## src/rtl/uart_baud_gen.sv

```systemverilog
// UART baud tick generator: fractional oversample divider (rx_tick) and bit tick (tx_tick),
// with divisor changes deferred to bit boundaries so no bit is split between two rates.
module uart_baud_gen #(
    parameter int DIV_W          = 16,
    parameter int FRAC_W         = 4,
    parameter int OVERSAMPLE     = 16,
    parameter int RESET_DIV_INT  = 325,
    parameter int RESET_DIV_FRAC = 8
) (
    input  logic             clk,
    input  logic             reset,
    input  logic             enable,
    input  logic [DIV_W-1:0] div_int,
    input  logic [FRAC_W-1:0] div_frac,
    input  logic             div_load,
    output logic             rx_tick,
    output logic             tx_tick,
    output logic             div_pending,
    output logic             cfg_err,
    output logic [DIV_W-1:0] active_div_int
);

    localparam int OS_W = (OVERSAMPLE > 2) ? $clog2(OVERSAMPLE) : 1;
    localparam logic [OS_W-1:0]   OS_LAST  = OS_W'(OVERSAMPLE - 1);
    localparam logic [DIV_W-1:0]  RST_INT  = DIV_W'(RESET_DIV_INT);
    localparam logic [FRAC_W-1:0] RST_FRAC = FRAC_W'(RESET_DIV_FRAC);

    logic [DIV_W-1:0]  r_rx_cnt;
    logic [OS_W-1:0]   r_os_cnt;
    logic [FRAC_W-1:0] r_frac_acc;
    logic              r_extra;
    logic [DIV_W-1:0]  r_act_int;
    logic [FRAC_W-1:0] r_act_frac;
    logic [DIV_W-1:0]  r_sh_int;
    logic [FRAC_W-1:0] r_sh_frac;
    logic              r_pending;
    logic              r_rx_tick;
    logic              r_tx_tick;
    logic              r_cfg_err;

    logic [DIV_W:0]    w_term_cnt;
    logic              w_term;
    logic              w_bit;
    logic              w_load_ok;
    logic              w_load_bad;
    logic [FRAC_W:0]   w_frac_sum;

    // Period length is active_int + extra; the terminal count is one less than that.
    assign w_term_cnt = {1'b0, r_act_int} + {{DIV_W{1'b0}}, r_extra} - {{DIV_W{1'b0}}, 1'b1};
    assign w_term     = enable && ({1'b0, r_rx_cnt} == w_term_cnt);
    assign w_bit      = w_term && (r_os_cnt == OS_LAST);
    assign w_load_ok  = div_load && (div_int >= DIV_W'(2));
    assign w_load_bad = div_load && (div_int <  DIV_W'(2));
    assign w_frac_sum = {1'b0, r_frac_acc} + {1'b0, r_act_frac};

    always_ff @(posedge clk) begin
        if (reset) begin
            r_rx_cnt   <= '0;
            r_os_cnt   <= '0;
            r_frac_acc <= '0;
            r_extra    <= 1'b0;
            r_act_int  <= RST_INT;
            r_act_frac <= RST_FRAC;
            r_sh_int   <= RST_INT;
            r_sh_frac  <= RST_FRAC;
            r_pending  <= 1'b0;
            r_rx_tick  <= 1'b0;
            r_tx_tick  <= 1'b0;
            r_cfg_err  <= 1'b0;
        end else begin
            r_rx_tick <= w_term;
            r_tx_tick <= w_bit;
            r_cfg_err <= w_load_bad;

            if (!enable) begin
                r_rx_cnt   <= '0;
                r_os_cnt   <= '0;
                r_frac_acc <= '0;
                r_extra    <= 1'b0;
                // A load still waiting for a boundary takes effect as soon as we stop.
                if (r_pending) begin
                    r_act_int  <= r_sh_int;
                    r_act_frac <= r_sh_frac;
                    r_pending  <= 1'b0;
                end
            end else if (w_term) begin
                r_rx_cnt <= '0;
                r_os_cnt <= (r_os_cnt == OS_LAST) ? '0 : r_os_cnt + OS_W'(1);
                if (w_bit && r_pending) begin
                    r_act_int  <= r_sh_int;
                    r_act_frac <= r_sh_frac;
                    r_pending  <= 1'b0;
                    r_frac_acc <= '0;
                    r_extra    <= 1'b0;
                end else begin
                    r_frac_acc <= w_frac_sum[FRAC_W-1:0];
                    r_extra    <= w_frac_sum[FRAC_W];
                end
            end else begin
                r_rx_cnt <= r_rx_cnt + DIV_W'(1);
            end

            // Placed last so a load coinciding with a boundary re-arms the shadow.
            if (w_load_ok) begin
                if (!enable) begin
                    r_act_int  <= div_int;
                    r_act_frac <= div_frac;
                end else begin
                    r_sh_int   <= div_int;
                    r_sh_frac  <= div_frac;
                    r_pending  <= 1'b1;
                end
            end
        end
    end

    assign rx_tick        = r_rx_tick;
    assign tx_tick        = r_tx_tick;
    assign div_pending    = r_pending;
    assign cfg_err        = r_cfg_err;
    assign active_div_int = r_act_int;

endmodule

```

## config.mk

```make
export PLATFORM = sky130hd
export DESIGN_NAME = uart_baud_gen
export DESIGN_NICKNAME = d
export VERILOG_FILES = /design/src/rtl/uart_baud_gen.sv
export SDC_FILE = /design/constraint.sdc
export NUM_CORES = 1
export LEC_CHECK = 0
export CELL_PAD_IN_SITES_DETAIL_PLACEMENT = 0
export CELL_PAD_IN_SITES_GLOBAL_PLACEMENT = 1
export CORE_MARGIN = 4
export CORE_UTILIZATION = 40
export DETAILED_ROUTE_END_ITERATION = 12
export PLACE_DENSITY = 0.74
export SLEW_MARGIN = 20
export SYNTH_ARGS = -nofsm -noshare
export SYNTH_HDL_FRONTEND = slang
export SYNTH_SLANG_ARGS = --single-unit
```

## constraint.sdc

```tcl
create_clock -name clk -period 3.9 [get_ports clk]
set_input_delay 0.585 -clock clk [delete_from_list [all_inputs] [get_ports clk]]
set_output_delay 0.585 -clock clk [all_outputs]
set_load 0.005 [all_outputs]
```

==> flow_metrics.env <==
export IMPL_seq_area_um2=1381
export IMPL_path_class="reg -> reg"
export IMPL_drv_cap=0
export IMPL_rsz0062_at_grt="no"
export IMPL_hold_slack_ps=476.5
export IMPL_io_buffers=43
export IMPL_hold_buffers=0
export IMPL_tritoncts="yes"
export IMPL_initial_utilization_pct=41.23
export IMPL_synthAdderAreaFrac_pct=2.822
export IMPL_pin_count=44
export IMPL_setup_tns_ps=0
export IMPL_power_w=0.001699
export IMPL_wirelength_mm=12.15
export IMPL_syn_area_um2=4257
export IMPL_synth_seq_cells=69
export IMPL_placed_cell_area_um2=4772
export IMPL_period_share_pct=86.64
export IMPL_status="finished clean"
export IMPL_die_height_um=111.2
export IMPL_synth_ff_type="dfxtp_1"
export IMPL_fp_dieW_um=111.2
export IMPL_row_count=37
export IMPL_final_common_cell="nor2_1"
export IMPL_drv_slew=0
export IMPL_cp_max_fo=22
export IMPL_clock_sinks=69
export IMPL_synth_edf_count=0
export IMPL_grt_max_degree=46
export IMPL_synthXorXnorAreaFrac_pct=6.996
export IMPL_cp_end_kind="flop"
export IMPL_finalSetupViolations=0
export IMPL_required_ps=4180
export IMPL_numCtsBuffers=9
export IMPL_avgRoutedWirePerCell_um=17.84
export IMPL_dp_cells=665
export IMPL_drcViolationCount=0
export IMPL_crit_path_top_delay_cell="nor2_1"
export IMPL_grt_antenna_before_repair=0
export IMPL_power_leakage_nw=1.779
export IMPL_place_gp_congestion=0.8655
export IMPL_multi_input_area_um2=2638
export IMPL_startpoint_type="flop"
export IMPL_async_reset_ff_share_pct=0
export IMPL_skew_ps=12.02
export IMPL_power_density_nw_per_um2=340.0
export IMPL_cpPeakStageDelay_ps=580
export IMPL_max_slew_margin_pct=41.70
export IMPL_antenna_cells=0
export IMPL_fillerInstances=993
export IMPL_synth_nets=538
export IMPL_core_um2=10320
export IMPL_syn_instance_count=505
export IMPL_synth_top_family_by_area="simple AND/OR/NAND/NOR gates"
export IMPL_synth_compound_area_share_pct=16.84
export IMPL_cts_repair_resized=0
export IMPL_area_delta_synth_final_pct=17.37
export IMPL_die_area_um2=12360
export IMPL_crit_chain="inv_1, ha_1, ha_1, or3b_2, o31ai_1, o211ai_1, nand2_1, nand2_1, nor2_1, mux2i_1"
export IMPL_track_usage_pct=19.62
export IMPL_yosysSeqAreaShare_pct=32.45
export IMPL_clock_path_buffers=2
export IMPL_vias_per_cell=5.828
export IMPL_vdd_drop_max_mv=0.2650
export IMPL_worstHoldPathType="reg -> reg"
export IMPL_synth_area_mux_share_pct=9.641
export IMPL_h_tree_depth=3
export IMPL_grt_pass1_vias=3841
export IMPL_grt_overflow_total=0
export IMPL_via_count=3969
export IMPL_final_cell_mix="74 x nor2_1, 69 x dfxtp_1, 42 x clkdlybuf4s50_1"
export IMPL_design_area_um2=4996
export IMPL_drt_initial_drc_count=217
export IMPL_cts_root_buf="clkbuf_8"
export IMPL_grt_pass1_wl_mm=19.80
export IMPL_dr_pass1_iters=4
export IMPL_stdcell_count=681
export IMPL_worst_pin_slew_ps=872.3
export IMPL_cts_setup_buffers=0
export IMPL_insertion_delay_ps=360
export IMPL_syn_area_per_cell_um2=8.429
export IMPL_crit_arrival_ps=3660
export IMPL_ant_nets=0
export IMPL_fin_nets=573
export IMPL_hold_viol_final=0
export IMPL_dpl_hpwl_mm=8.367
export IMPL_drive_gt1_share_pct=8.440
export IMPL_max_freq_mhz=295.9
export IMPL_synth_simple_area_share_pct=25.66
export IMPL_finalCriticalPeriod_ps=3379
export IMPL_clkTransAtPathRegs_ps=80
export IMPL_ys_warn_count=0
export IMPL_synthDistinctLibCells=58
==> flip-flops by register name (all words and copies together) (netlist names), 4 cells and up <==
name            count
active_div_int     16
r_rx_cnt           16
r_sh_int           16
r_act_frac          4
r_frac_acc          4
r_os_cnt            4
r_sh_frac           4
==> kinds of logic (layout without fill, tap and decap cells) <==
family	after synthesis	after routing
mux	41	41
simple gates	207	207
flops	69	69
compound gates	101	101
fa+ha+maj	9	9
xor+xnor	34	34
buf+inv	44	84
==> worst max-delay path: cells and delay by family (launching register included) <==
family	cells	cell delay, ps
compound gates	2	480
fa+ha+maj	2	510
buf+inv	1	70
simple gates	4	1650
mux	1	250
flops	1	330
==> area by class of cell <==
type	count	share of cell area, %
Multi-Input combinational cell	392	52.79
Sequential cell	69	27.65
Timing Repair Buffer	60	11.07
Tap cell	136	3.406
Clock buffer	10	2.755
Clock inverter	6	1.728
Inverter	8	0.6011
==> cells in the mapped netlist (all sizes together), types with 2 or more instances <==
library cell / n / area, um2
nor2: 74 / 277.8
dfxtp: 69 / 1381
mux2i: 41 / 410.4
a21oi: 28 / 140.1
nand2: 26 / 97.59
nand4: 25 / 171.4
xnor2: 19 / 166.4
o31ai: 18 / 135.1
buf: 17 / 117.6
clkbuf: 16 / 63.81
a311oi: 15 / 131.4
nand3: 15 / 75.07
xor2: 15 / 131.4
o21ai: 14 / 73.82
nand2b: 11 / 68.82
nor4: 10 / 62.56
ha: 8 / 100.1
inv: 8 / 30.03
nor3b: 8 / 65.06
nor3: 6 / 35.03
or3: 6 / 37.54
a221oi: 5 / 43.79
and3: 5 / 31.28
nand4b: 4 / 35.03
or2: 4 / 25.03
and2: 3 / 18.77
dlygate4sd1: 3 / 26.28
nor2b: 3 / 18.77
o211ai: 3 / 22.52
or4: 3 / 22.52
a211oi: 2 / 20.02
a31oi: 2 / 12.51
a32oi: 2 / 17.52
and4: 2 / 17.52
o2111a: 2 / 22.52
o311ai: 2 / 17.52
==> power by group <==
part | internal (W) | switching, W | total, W | leakage, nW
clock | 0.000376 | 0.000295 | 0.000671 | 0.112
combinational | 0.000123 | 0.000130 | 0.000253 | 1.10
sequential | 0.000730 | 0.0000439 | 0.000774 | 0.564
total | 0.00123 | 0.000469 | 0.00170 | 1.78
==> per-stage QoR <==
stage               setup slack, ps  util (%)
floorplan                      1111         -
global placement              627.8     46.22
detailed placement            580.7     46.22
CTS                           556.2     48.39
global route                  267.0     48.39
finish                        520.9     48.39
==> path summary, 6_finish.rpt <==
kind,endpoint,slack [ps],from,depth (start not counted)
max reg2reg,r_frac_acc[2]$_SDFFE_PP0N_,520,active_div_int[0]$_SDFF_PP1_,10
max,r_frac_acc[2]$_SDFFE_PP0N_,520,active_div_int[0]$_SDFF_PP1_,10
min reg2reg,r_extra$_SDFFE_PP0N_,480,r_extra$_SDFFE_PP0N_,2
min,r_extra$_SDFFE_PP0N_,480,r_extra$_SDFFE_PP0N_,2
==> routing by layer <==
layer / vias to the layer above / GRT usage (%) / share of wire, %
met2: 111 / 32.56 / 47
met5: - / 0 / 0
met3: 20 / 4.858 / 5.2
met4: 0 / 6.326 / 2.2
li1: 1933 / - / -
met1: 1905 / 25.03 / 45
No activity file was read; power rests on OpenSTA's default activity.
